$ cat src/rtl/flash_cmd_pkg.sv
// Shared definitions for the flash write-path sequencer: state encoding,
// command codes and the default unlock/command byte values.
package flash_cmd_pkg;

    typedef enum logic [2:0] {
        ST_IDLE  = 3'd0,
        ST_UNLK1 = 3'd1,
        ST_UNLK2 = 3'd2,
        ST_CMD   = 3'd3,
        ST_DATA  = 3'd4,
        ST_DONE  = 3'd5
    } state_t;

    localparam logic [2:0] CODE_PROG  = 3'd0;
    localparam logic [2:0] CODE_ERASE = 3'd1;
    localparam logic [2:0] CODE_READ  = 3'd2;
    localparam logic [2:0] CODE_STAT  = 3'd3;

    localparam logic [7:0] DEF_UNLOCK1   = 8'hAA;
    localparam logic [7:0] DEF_UNLOCK2   = 8'h55;
    localparam logic [7:0] DEF_CMD_PROG  = 8'hB0;
    localparam logic [7:0] DEF_CMD_ERASE = 8'hC0;
    localparam logic [7:0] DEF_CMD_READ  = 8'hD0;
    localparam logic [7:0] DEF_CMD_STAT  = 8'hE0;

    // Codes above STAT are reserved and rejected at start.
    function automatic logic code_valid(input logic [2:0] code);
        return code <= CODE_STAT;
    endfunction

endpackage

$ cat src/rtl/flash_byte_reg.sv
// Output holding register with valid flag: load sets valid, clear drops it,
// the byte itself is kept until the next load.
module flash_byte_reg #(
    parameter int DATA_W = 8
) (
    input  logic              SCL,
    input  logic              reset,
    input  logic              load,
    input  logic              clear,
    input  logic [DATA_W-1:0] load_data,
    output logic [DATA_W-1:0] data_out,
    output logic              out_valid
);

    logic [DATA_W-1:0] data_q, data_d;
    logic              valid_q, valid_d;

    always_comb begin
        data_d  = data_q;
        valid_d = valid_q;
        if (load) begin
            data_d  = load_data;
            valid_d = 1'b1;
        end else if (clear) begin
            valid_d = 1'b0;
        end
    end

    always_ff @(negedge SCL) begin
        if (reset) begin
            data_q  <= '0;
            valid_q <= 1'b0;
        end else begin
            data_q  <= data_d;
            valid_q <= valid_d;
        end
    end

    assign data_out  = data_q;
    assign out_valid = valid_q;

endmodule

$ cat src/rtl/flash_cmd_seq_mux.sv
// Write-path byte sequencer: unlock prefix, command byte, then (program only)
// a payload burst, each byte handed to the transmitter with valid/ack.
module flash_cmd_seq_mux
    import flash_cmd_pkg::*;
#(
    parameter int              DATA_W    = 8,
    parameter int              LEN_W     = 5,
    parameter logic [DATA_W-1:0] UNLOCK1   = DEF_UNLOCK1,
    parameter logic [DATA_W-1:0] UNLOCK2   = DEF_UNLOCK2,
    parameter logic [DATA_W-1:0] CMD_PROG  = DEF_CMD_PROG,
    parameter logic [DATA_W-1:0] CMD_ERASE = DEF_CMD_ERASE,
    parameter logic [DATA_W-1:0] CMD_READ  = DEF_CMD_READ,
    parameter logic [DATA_W-1:0] CMD_STAT  = DEF_CMD_STAT
) (
    input  logic              SCL,
    input  logic              reset,
    input  logic              start,
    input  logic              abort,
    input  logic [2:0]        cmd_code,
    input  logic [LEN_W-1:0]  burst_len,
    input  logic [DATA_W-1:0] data_in,
    input  logic              data_valid,
    output logic              data_ready,
    output logic [DATA_W-1:0] data_out,
    output logic              out_valid,
    input  logic              byte_ack,
    output logic              busy,
    output logic              done,
    output logic              err
);

    state_t            state_q, state_d;
    logic [2:0]        cmd_q, cmd_d;
    logic [LEN_W-1:0]  len_q, len_d;
    logic [LEN_W-1:0]  count_q, count_d;
    logic              err_q, err_d;
    logic              load, clear, ack;
    logic [DATA_W-1:0] load_data;
    logic [DATA_W-1:0] cmd_byte;

    always_comb begin
        case (cmd_q)
            CODE_PROG:  cmd_byte = CMD_PROG;
            CODE_ERASE: cmd_byte = CMD_ERASE;
            CODE_READ:  cmd_byte = CMD_READ;
            default:    cmd_byte = CMD_STAT;
        endcase
    end

    // An ack only counts while a byte is actually on offer.
    assign ack        = byte_ack && out_valid;
    assign data_ready = (state_q == ST_DATA) && !out_valid && (count_q < len_q);
    assign busy       = (state_q != ST_IDLE);
    assign done       = (state_q == ST_DONE);
    assign err        = err_q;

    always_comb begin
        state_d   = state_q;
        cmd_d     = cmd_q;
        len_d     = len_q;
        count_d   = count_q;
        err_d     = 1'b0;
        load      = 1'b0;
        clear     = 1'b0;
        load_data = data_in;

        case (state_q)
            ST_IDLE: begin
                if (start) begin
                    if (!code_valid(cmd_code) ||
                        (cmd_code == CODE_PROG && burst_len == '0)) begin
                        err_d = 1'b1;
                    end else begin
                        cmd_d     = cmd_code;
                        len_d     = burst_len;
                        count_d   = '0;
                        load      = 1'b1;
                        load_data = UNLOCK1;
                        state_d   = ST_UNLK1;
                    end
                end
            end
            ST_UNLK1: begin
                if (ack) begin
                    load      = 1'b1;
                    load_data = UNLOCK2;
                    state_d   = ST_UNLK2;
                end
            end
            ST_UNLK2: begin
                if (ack) begin
                    load      = 1'b1;
                    load_data = cmd_byte;
                    state_d   = ST_CMD;
                end
            end
            ST_CMD: begin
                if (ack) begin
                    clear   = 1'b1;
                    state_d = (cmd_q == CODE_PROG) ? ST_DATA : ST_DONE;
                end
            end
            ST_DATA: begin
                if (data_valid && data_ready) begin
                    load    = 1'b1;
                    count_d = count_q + 1'b1;
                end else if (ack) begin
                    clear = 1'b1;
                    if (count_q == len_q) begin
                        state_d = ST_DONE;
                    end
                end
            end
            ST_DONE: begin
                state_d = ST_IDLE;
            end
            default: begin
                state_d = ST_IDLE;
            end
        endcase

        // Abort beats any ack or load decided above.
        if (abort && state_q != ST_IDLE) begin
            state_d = ST_IDLE;
            err_d   = 1'b1;
            load    = 1'b0;
            clear   = 1'b1;
        end
    end

    always_ff @(negedge SCL) begin
        if (reset) begin
            state_q <= ST_IDLE;
            cmd_q   <= '0;
            len_q   <= '0;
            count_q <= '0;
            err_q   <= 1'b0;
        end else begin
            state_q <= state_d;
            cmd_q   <= cmd_d;
            len_q   <= len_d;
            count_q <= count_d;
            err_q   <= err_d;
        end
    end

    flash_byte_reg #(.DATA_W(DATA_W)) u_byte_reg (
        .SCL       (SCL),
        .reset     (reset),
        .load      (load),
        .clear     (clear),
        .load_data (load_data),
        .data_out  (data_out),
        .out_valid (out_valid)
    );

endmodule
$ cat config.mk
export PLATFORM = sky130hd
export DESIGN_NAME = flash_cmd_seq_mux
export DESIGN_NICKNAME = d
export VERILOG_FILES = /design/src/rtl/flash_cmd_pkg.sv /design/src/rtl/flash_byte_reg.sv /design/src/rtl/flash_cmd_seq_mux.sv
export SDC_FILE = /design/constraint.sdc
export NUM_CORES = 1
export LEC_CHECK = 0
export CAP_MARGIN = 25
export CELL_PAD_IN_SITES_DETAIL_PLACEMENT = 1
export CELL_PAD_IN_SITES_GLOBAL_PLACEMENT = 1
export CORE_ASPECT_RATIO = 0.8
export CORE_UTILIZATION = 33
export CTS_CLUSTER_SIZE = 12
export DETAILED_ROUTE_END_ITERATION = 7
export PLACE_DENSITY_LB_ADDON = 0.1
export SYNTH_ARGS = -nofsm -noshare
export SYNTH_HDL_FRONTEND = slang
export SYNTH_SLANG_ARGS = --single-unit
export TNS_END_PERCENT = 5
$ cat constraint.sdc
create_clock -name SCL -period 2.15 [get_ports SCL]
set_input_delay 0.215 -clock SCL [delete_from_list [all_inputs] [get_ports SCL]]
set_output_delay 0.215 -clock SCL [all_outputs]
set_load 0.02 [all_outputs]
=== Word level (Yosys, flattened, before mapping) ===
Index checks and enable logic that the tools add are counted.

* Input bits: 22
* Logic and storage cells: 84
* Register bits: 26
* Output and inout port bits: 13

* $lt $le $gt $ge: 2
* Reduce and logical (&&, ||, !) cells: 21
* Equal/unequal tests: 17
* Add/subtract/negate cells: 1
* Mux-type cells: 35
* Bitwise operators: 1

{| class="wikitable"
|+ Operator list
! operator !! count
|-
| $mux 8 || 4
|-
| $mux 3 || 8
|-
| $pmux 8 s3 || 1
|-
| $pmux 7 s3 || 1
|-
| $mux 5 || 3
|-
| $pmux 3 s5 || 1
|-
| $mux 1 || 14
|-
| $ne 2x2->1 const B || 7
|-
| $pmux 5 s2 || 1
|-
| $eq 3x2->1 const B || 3
|-
| $logic_not 3->1 || 3
|-
| $reduce_and 8->1 || 1
|-
| $eq 3x1->1 const B || 2
|-
| $eq 3x3->1 const B || 2
|-
| $logic_and 1x1->1 || 6
|-
| $add 5x1->5 const B || 1
|-
| $eq 5x5->1 || 1
|-
| $logic_not 5->1 || 1
|-
| $lt 5x5->1 || 1
|-
| $ne 2x1->1 const B || 2
|-
| $reduce_and 4->1 || 1
|-
| $reduce_bool 2->1 || 2
|-
| $reduce_or 2->1 || 2
|-
| $le 3x2->1 const B || 1
|-
| other kinds (7) || 8
|}

=== Depth between registers and ports, before layout ===
Gate-level depths: netlist of the first run.

* Depth in word-level cells: 9
* Gate-level depth with buffers: 7
* Depth with buffers taken out: 7

=== Hierarchy ===
Synthesis of the first run repeated with hierarchy kept, for this count alone.

* Cells, all modules: 187
* Area, all modules: 1594.0 um^2

{| class="wikitable"
|+ Modules (own cells, without submodules)
! module !! cells each !! times used !! area each (um^2) !! seq. area each (um^2)
|-
| flash_cmd_seq_mux || 156 || 1 || 1268.7 || 340.3
|-
| flash_byte_reg || 31 || 1 || 325.3 || 180.2
|}

==> run summary, run 1 <==
Startpoint Class - flip-flop
GP Congestion - 0.8938
Pleak - 1.215 nW
CP cell instances - inv_2 -> ha_4 -> o211a_1 -> o31a_1 -> nor3b_2 -> buf_4
Placed Area - 0.002367 sq mm
Antenna violations before repair - 0
Reg2reg setup slack - -400 ps
Clk Latency, worst-skew pair - 390 ps
Die area - 0.004911 sq mm
Critical Path End - data_ready
TritonCTS Sinks - 26
CTS Buf Count - 3
Relative slew slack - 0.7366
CTS tree - built
Crit-path slowest cell - dfxtp_1
FF-to-FF End - u_byte_reg.data_out[6]
Crit path DAT - 2770 ps
Outcome - complete, but fails checks
Crit-path max FO - 3
I/O Buffers - 34
Ys flop type - dfxtp_1
Failing checks - setup timing
Fin area - 0.002703 sq mm
Synth warn - 0
Post-route setup slack - -830.2 ps
CTS max path bufs - 2
Reg2Reg Depth - 11
Skew final - 47.99 ps
Starting Density - 0.3548
Die height - 62.88 microns
Top post-synthesis cells by area - dfxtp_1 34%, nor2_1 5.4%, mux2i_1 5.2%
Fin util - 0.6272
Share of cells above drive strength 1 - 0.4205
DR WL/cell - 20.22 microns
Fillcell total - 505
Vias per std cell - 5.426
Root Buffer - clkbuf_8
WHS - 472.8 ps
Post-place setup slack - -1184 ps
Max cap viols - 0
Drt drc - 0
Drt pass-1 iters - 4
1st-iter DRT viols - 124
DP HPWL - 4.152 mm
Vias in the first global route - 2231
RSZ-0062 raised after global routing - yes
HP Class - reg2reg
Die width - 78.10 microns
Core Box Area - 0.004309 sq mm
CTS H-Tree Depth - 1
Yosys cell types - 44
Peak VDD IR - 0.3415 mV
Ys async rst share - 0
Synthesized area per cell - 8.401 sq um
Synth area leader - dfxtp_1
Synthesized Nets - 210
Critical Path Max Stage Delay - 360 ps
P&R area growth vs syn - 76.76%
Slew @ Worst Pin - 395.1 ps
Tot Pwr - 0.001466 W
Seq/Total Area, Yosys - 0.3404
CP Class - reg2out
Pins Over Slew Limit - 0
ANT cells - 0
Mapped Area - 0.001529 sq mm
Top cell type's share of synthesized area - 0.3404
Endpoints failing hold - 0
Mapped Cells - 182
ANT nets after route - 0
Number of synthesized flops with an enable pin - 0
Worst Setup SP - len_q[4]
Pin count of the biggest net entering global routing - 15
P per Cell Area - 542.3 mW/mm^2
FP Rows - 21
WL final - 7.259 mm
Seq cells post-synth - 26
R2R Path Start - len_q[4]
Ports - 35
Worst-path clk slew - 80 ps
Crit. End Element - output port
Final setup fails - 28
Post-layout nets - 332
WP data required - 1930 ps
Total grt overflow - 0
Gr usage total - 0.3045
First-pass GRT wire length - 11.36 mm
Via count - 1948
[through the flow]
step / instances / TNS (ps)
floorplan: 182 / -10610
global placement: 325 / -26560
detailed placement: 325 / -28040
CTS: 357 / -11020
global route: 359 / -11720
finish: 359 / -10490
[cell type report]
type / count / area [sq um] / area share
Inverter: 10 / 37.54 / 0.01389
Clock buffer: 3 / 41.29 / 0.01528
Multi-Input combinational cell: 138 / 1121 / 0.4148
Sequential cell: 26 / 529.3 / 0.1958
Clock inverter: 26 / 97.59 / 0.03611
Tap cell: 57 / 71.32 / 0.02639
Timing Repair Buffer: 99 / 804.5 / 0.2977
[critical path: cells and delay by family (launching register included)]
| kind | cells | cell delay (ps) |
|---|---|---|
| simple gates | 1 | 60 |
| compound gates | 2 | 360 |
| fa+ha+maj | 1 | 280 |
| buf+inv | 2 | 220 |
| flops | 1 | 360 |
[state kept, by name (all words and copies together) (netlist names)]
register              cells
cmd_q                     3
u_byte_reg.out_valid      1
u_byte_reg.data_out       8
err                       1
state_q                   3
count_q                   5
len_q                     5
[logic make-up after synthesis]
kind of cell	after synthesis	share of synthesized area
adders and majority gates	7	0.05565
muxes	10	0.06710
DFF	26	0.3404
AOI/OAI and AO/OA	43	0.2054
and+or+nand+nor	73	0.2561
buffers and inverters	18	0.04665
xor gates and xnor gates	5	0.02864
[layout by cell type, fill, tap and decap left out, types with 3 or more instances in the layout]
cell type and count:
mux2i_1 8, inv_1 33, nand2_1 10, dfxtp_2 7, dfxtp_1 19, nand2b_1 3
or3_1 4, o21a_1 3, buf_6 9, a21oi_1 13, nor3b_1 3, dlygate4sd2_1 6
nor3_1 5, buf_2 4, ha_4 4, clkdlybuf4s50_1 12, nor3_2 3, clkbuf_8 3
buf_4 66, xnor2_1 4, o21ai_0 4, nor2_1 19, nand3b_1 4, inv_2 3
nor2_2 3
[where the power goes]
| group | switching, W | internal [W] |
|---|---|---|
| Clock | 0.000345 | 0.000190 |
| Sequential | 0.0000158 | 0.000509 |
| Combinational | 0.000201 | 0.000205 |
| Total | 0.000562 | 0.000904 |
[cell usage after synthesis (2+ instances only)]
cell and instances:
dfxtp_1 26, nor2_1 22, a21oi_1 15, inv_1 11, nand2_1 11, mux2i_1 8
nor3_1 8, o21ai_0 7, clkbuf_1 6, ha_1 6, nor3b_1 5, or3_1 5
nand3b_1 4, xnor2_1 4, nand2b_1 3, nor2b_1 3, nor4_1 3, o21a_1 3
a211oi_1 2, a21o_1 2, mux2_2 2, nand3_1 2, nand4_1 2, o2bb2ai_1 2
[worst min-delay path by stage]
stage,to,startpoint,slack (ps),cells after the start
after floorplan,count_q[4],count_q[4],450,2
after global routing,u_byte_reg.data_out[2],u_byte_reg.data_out[2],500,2
final,u_byte_reg.data_out[7],u_byte_reg.data_out[7],470,2
after global placement,u_byte_reg.data_out[5],u_byte_reg.data_out[5],460,2
after CTS,u_byte_reg.data_out[7],u_byte_reg.data_out[7],480,2
after detailed placement,u_byte_reg.data_out[7],u_byte_reg.data_out[7],470,2
[layer usage]
layer,vias to the layer above,global-route usage,wire length (microns)
met5,-,0,0
met4,0,0.1574,251
met3,27,0.09197,422
met2,85,0.5285,3615
met1,935,0.3330,2969
li1,901,-,-
[repair_timing]
item,in CTS,in global routing
pin swaps,10,6
hold buffers,0,0
cloned,0,0
buffers inserted,4,2
setup endpoints to repair,38,35
resized for setup,95,31
(Power assumes the default switching activity.)
==> inputs of run 2 (changes only) <==
==> constraint.sdc (replaced) <==
create_clock -name SCL -period 2.15 [get_ports SCL]
set_input_delay 0.43 -clock SCL [delete_from_list [all_inputs] [get_ports SCL]]
set_output_delay 0.43 -clock SCL [all_outputs]
set_load 0.02 [all_outputs]
==> run summary, run 2 (same netlist as run 1, synthesis figures left out) <==
Outcome - complete, but fails checks
Failing checks - setup timing
I/O Buffers - 34 (unchanged)
Die area - 0.004911 sq mm (unchanged)
DP HPWL - 4.152 mm (unchanged)
Endpoints failing hold - 0 (unchanged)
Reg2Reg Depth - 11 (unchanged)
Commonest non-fill, non-tap cell in the layout - buf_4
ANT nets after route - 0 (unchanged)
Post-layout nets - 332 (unchanged)
P&R area growth vs syn - 78.40%
HP Class - reg2reg
Pins Over Slew Limit - 0 (unchanged)
Via count - 2007 (+3.0%)
Highest-count cells in the layout ignoring fill and taps - 61 x buf_4, 34 x inv_1, 19 x nor2_1
Worst-path clk slew - 60 ps (-20 ps)
1st-iter DRT viols - 165 (+33%)
FF-to-FF End - u_byte_reg.data_out[6]
Root Buffer - clkbuf_8
Max cap viols - 0 (unchanged)
CTS tree - built
CP Class - reg2out
FP Rows - 21 (unchanged)
Slew @ Worst Pin - 522.9 ps (+127.8 ps)
TritonCTS Sinks - 26 (unchanged)
WL final - 7.368 mm (+1.5%)
Hold-critical path endpoint - u_byte_reg.data_out[7]
First-pass GRT wire length - 11.32 mm (-0.37%)
Placed Area - 0.002367 sq mm (unchanged)
Drt drc - 0 (unchanged)
Vias in the first global route - 2242 (+0.49%)
Pleak - 1.225 nW (+0.77%)
Antenna violations before repair - 0 (unchanged)
Fin area - 0.002728 sq mm (+0.93%)
CTS H-Tree Depth - 1 (unchanged)
Hold_sp - u_byte_reg.data_out[7]
CTS max path bufs - 2 (unchanged)
Hold Path Depth - 2 (unchanged)
WP data required - 1720 ps (-210 ps)
Pin count of the biggest net entering global routing - 15 (unchanged)
Post-route setup slack - -1054 ps (-224.2 ps)
Total grt overflow - 0 (unchanged)
Starting Density - 0.3548 (unchanged)
Share of cells above drive strength 1 - 0.4437 (+0.02318)
Clk Latency, worst-skew pair - 370 ps (-20 ps)
Drt pass-1 iters - 6 (+2)
Vias per std cell - 5.591 (+3.0%)
Die width - 78.10 microns (unchanged)
GP Congestion - 0.8938 (unchanged)
P per Cell Area - 532.6 mW/mm^2 (-1.8%)
Startpoint Class - flip-flop
ANT cells - 0 (unchanged)
Skew final - 32.10 ps (-15.88 ps)
CTS Buf Count - 3 (unchanged)
Reg2reg setup slack - -380 ps (+20 ps)
Core Box Area - 0.004309 sq mm (unchanged)
Ports - 35 (unchanged)
Final setup fails - 38 (+36%)
Die height - 62.88 microns (unchanged)
Max reg flops - 8 (unchanged)
R2R Path Start - len_q[2]
Crit. End Element - output port
Crit path DAT - 2770 ps (about the same)
DR WL/cell - 20.52 microns (+1.5%)
Peak VDD IR - 0.4566 mV (+34%)
Relative slew slack - 0.6503 (-0.08630)
RSZ-0062 raised after global routing - yes
Tot Pwr - 0.001453 W (-0.86%)
Gr usage total - 0.3031 (-0.001391)
Crit-path max FO - 2 (-1)
-- run 2: changes by cell type in the layout (fill, tap and decap cells not counted), moves of 2 or more --
cell,change
buf_4,-5
buf_6,+9
buf_2,-4
dfxtp_1,-8
clkdlybuf4s50_1,-2
dfxtp_2,+7
dlygate4sd2_1,+2
-- run 2: how the worst max path moves through the flow --
stage	start	to	slack [ps]	cells past startpoint
2_1_floorplan	start	cmd_q[1]	-770	5
3_3_place_gp	start	u_byte_reg.data_out[7]	-1340	6
3_5_place_dp	start	count_q[4]	-1400	6
4_1_cts	len_q[1]	data_ready	-1070	6
5_1_grt	len_q[2]	data_ready	-1140	6
6_report	len_q[2]	data_ready	-1050	6
-- run 2: cell type report --
class,instances,area [sq um]
fill,503,1582
multi-input combinational,138,1097
timing repair buffer,99,840.8
sequential,26,541.8
clock inverter,26,97.59
tap,57,71.32
clock buffer,3,41.29
inverter,10,37.54
-- run 2: metal layers --
metal	wire, microns	share of wire	global-route usage
met1	2846	0.39	0.3236
met2	3624	0.49	0.5055
met3	501	0.068	0.08613
met4	394	0.053	0.2292
met5	0	0	0
-- run 2: per-stage QoR --
stage	setup WS [ps]	setup TNS (ps)	std cells	hold slack [ps]	util
detailed placement	-1399	-36420	325	468.5	0.5494
global placement	-1340	-34940	325	459.6	0.5494
floorplan	-767.9	-16400	182	447.6	-
CTS	-1071	-18330	357	480.6	0.6188
finish	-1054	-17620	359	478.9	0.6330
global route	-1143	-18970	359	504.8	0.6330
-- run 2: timing repair --
| action | CTS | global route |
|---|---|---|
| hold buffers | 0 | 0 |
| resized for setup | 125 | 22 |
| endpoints found under the setup margin | 39 | 38 |
| cloned | 0 | 0 |
| pin swaps | 12 | 6 |
| buffers inserted | 4 | 2 |
-- run 2: power by group --
group	leakage, nW	switching [W]	internal (W)	total (W)
combinational	0.846	0.000198	0.000212	0.000410
sequential	0.218	0.0000181	0.000511	0.000529
clock	0.160	0.000324	0.000190	0.000514
total	1.22	0.000540	0.000912	0.00145
-- run 2: worst max-delay path, cell delays in order (launching register included) --
cell	delay, ps
dfxtp_1	350
inv_2	70
ha_4	210
o211a_1	240
o31a_1	140
nor3b_2	160
buf_4	160
==> inputs of run 3 (changes only) <==
--- a/config.mk
+++ b/config.mk
@@ -5,11 +5,13 @@
 export SDC_FILE = /design/constraint.sdc
 export NUM_CORES = 1
 export LEC_CHECK = 0
+export ABC_CLOCK_PERIOD_IN_PS = 2150
 export CAP_MARGIN = 25
 export CELL_PAD_IN_SITES_DETAIL_PLACEMENT = 1
-export CELL_PAD_IN_SITES_GLOBAL_PLACEMENT = 1
+export CELL_PAD_IN_SITES_GLOBAL_PLACEMENT = 2
 export CORE_ASPECT_RATIO = 0.8
-export CORE_UTILIZATION = 33
+export CORE_MARGIN = 2
+export CORE_UTILIZATION = 26
 export CTS_CLUSTER_SIZE = 12
 export DETAILED_ROUTE_END_ITERATION = 7
 export PLACE_DENSITY_LB_ADDON = 0.1
==> run summary, run 3 (same netlist as run 1, synthesis figures left out) <==
Pins Over Slew Limit - 0 (unchanged)
Crit-path max FO - 2 (unchanged)
FF+latch area - 538.0 sq um (-0.69%)
Met1 Wirelength - 2.450 mm (-14%)
Worst-path clk slew - 40 ps (-20 ps)
Gr usage total - 0.1760 (-0.1270)
Pleak - 1.197 nW (-2.2%)
Root Buffer - clkbuf_8
Share of cells above drive strength 1 - 0.4358 (-0.007898)
Comb pwr share - 0.273 (-0.009)
Max reg flops - 8 (unchanged)
Crit path DAT - 2710 ps (-60 ps)
Peak VDD IR - 0.2181 mV (-52%)
Vias in the first global route - 1988 (-11%)
DR WL met2 - 2.816 mm (-22%)
Seq pwr share - 0.380 (+0.016)
WL final - 5.566 mm (-24%)
CTS Buf Count - 3 (unchanged)
Outcome - complete, but fails checks
Met3 Wirelength - 264 microns (-47%)
Crit-path slowest cell - dfxtp_2
Ports - 35 (unchanged)
Starting Density - 0.2752 (-0.07959)
CTS tree - built
Post-place setup slack - -1378 ps (+20.23 ps)
CP Depth - 5 (-1)
Vias per std cell - 4.778 (-15%)
Switching pwr - 0.0004892 W (-9.5%)
Switching Share - 0.3516 (-0.02028)
Relative slew slack - 0.7556 (+0.1053)
Multi-input gate area - 0.001097 sq mm (unchanged)
1st-iter DRT viols - 68 (-59%)
Startpoint Class - flip-flop
Clk Latency, worst-skew pair - 360 ps (about the same)
CTS H-Tree Depth - 1 (unchanged)
Drt pass-1 iters - 4 (-2)
CTS max path bufs - 2 (unchanged)
Cell family with most CP delay - flip-flops
Int Power - 0.0009021 W (-1.1%)
Hold Path Depth - 2 (unchanged)
Antenna violations before repair - 0 (unchanged)
ANT cells - 0 (unchanged)
Slew @ Worst Pin - 366.6 ps (-156.4 ps)
Drt drc - 0 (unchanged)
Placed insts - 344 (+5.8%)
Commonest non-fill, non-tap cell in the layout - buf_4
WP data required - 1720 ps (about the same)
Endpoints failing hold - 0 (unchanged)
Die height - 72.59 microns (+15%)
RSZ-0062 raised after global routing - yes
Crit. End Element - output port
Total grt overflow - 0 (unchanged)
Final setup fails - 39 (+2.6%)
Finished Layout Cells - 374 (+4.2%)
TritonCTS Sinks - 26 (unchanged)
Via count - 1787 (-11%)
Skew final - 22.58 ps (-9.525 ps)
Fillcell total - 670 (+33%)
HP Class - reg2reg
Clock network fraction of design power - 0.347 (-0.007)
P&R area growth vs syn - 77.25%
P per Cell Area - 513.4 mW/mm^2 (-3.6%)
DP HPWL - 4.100 mm (-1.2%)
DR WL/cell - 14.88 microns (-27%)
Critical Path Max Stage Delay - 330 ps (-20 ps)
Tot Pwr - 0.001391 W (-4.2%)
Reg2Reg Depth - 8 (-3)
I/O Buffers - 34 (unchanged)
Core Box Area - 0.005555 sq mm (+29%)
FP Rows - 24 (+14%)
Highest-count cells in the layout ignoring fill and taps - 55 x buf_4, 34 x inv_1, 19 x nor2_1
Die area - 0.006514 sq mm (+33%)
Buf/Inv on CP - 1 (-1)
GP Congestion - 0.8366 (-6.4%)
First-pass GRT wire length - 9.294 mm (-18%)
Post-route setup slack - -988.8 ps (+65.61 ps)
Post-layout nets - 326 (-1.8%)
CP cell instances - ha_4 -> nor2b_4 -> o31a_1 -> nor3b_2 -> buf_4
Max cap viols - 0 (unchanged)
Uppermost routed layer - met4
Fin util - 0.4878 (-0.1451)
Pin count of the biggest net entering global routing - 21 (+6)
ANT nets after route - 0 (unchanged)
Failing checks - setup timing
CP Class - reg2out
Die width - 89.74 microns (+15%)
## run 3: path summary, 6_finish.rpt
check	start	to	slack [ps]
setup / recovery	count_q[1]	data_ready	-990
hold / removal	u_byte_reg.data_out[5]	u_byte_reg.data_out[5]	470
setup reg to reg	len_q[3]	u_byte_reg.data_out[4]	0
hold reg to reg	u_byte_reg.data_out[5]	u_byte_reg.data_out[5]	470
## run 3: worst reg2reg max path, delay by kind of cell (launching register included)
kind                     cells  cell delay, ps
AO/OA/AOI/OAI                3             740
adder cells (fa/ha/maj)      1             290
buffers and inverters        2             260
flip-flops                   1             300
multiplexers                 1             390
AND/OR/NAND/NOR              1              60
## run 3: cell type report
| class | count | area share |
|---|---|---|
| multi-input combinational | 138 | 0.4049 |
| tap | 78 | 0.03601 |
| clock buffer | 3 | 0.01524 |
| sequential | 26 | 0.1985 |
| clock inverter | 26 | 0.03601 |
| inverter | 10 | 0.01385 |
| timing repair buffer | 93 | 0.2955 |
## run 3: repair_timing
item / CTS / global route
endpoints found under the hold margin: 0 / 0
buffers inserted: 2 / 0
gates resized for setup: 139 / 11
cloned: 0 / 0
hold buffers: 0 / 0
endpoints found under the setup margin: 39 / 39
pin swaps: 14 / 5
## run 3: through the flow
step	TNS, ps	cell area (sq um)	hold slack [ps]
detailed placement	-36130	2391	466.6
global route	-17110	2710	486.9
floorplan	-16400	1543	447.6
CTS	-15000	2668	476.0
finish	-15160	2710	470.6
global placement	-35340	2391	464.7
## run 3: power groups by stage
stage / registers (W) / logic, W / clock network (W)
after floorplan: 0.000546 / 0.000128 / 0.0000768
after global routing: 0.000530 / 0.000409 / 0.000581
final: 0.000529 / 0.000379 / 0.000483
after detailed placement: 0.000529 / 0.000347 / 0.0000768
after global placement: 0.000527 / 0.000337 / 0.0000768
after CTS: 0.000528 / 0.000373 / 0.000524
## run 3: metal layers
layer  vias up  track usage
met5         -            0
met4         0      0.06325
met3         7      0.05165
met2        43       0.3123
met1       851       0.2063
li1        886            -
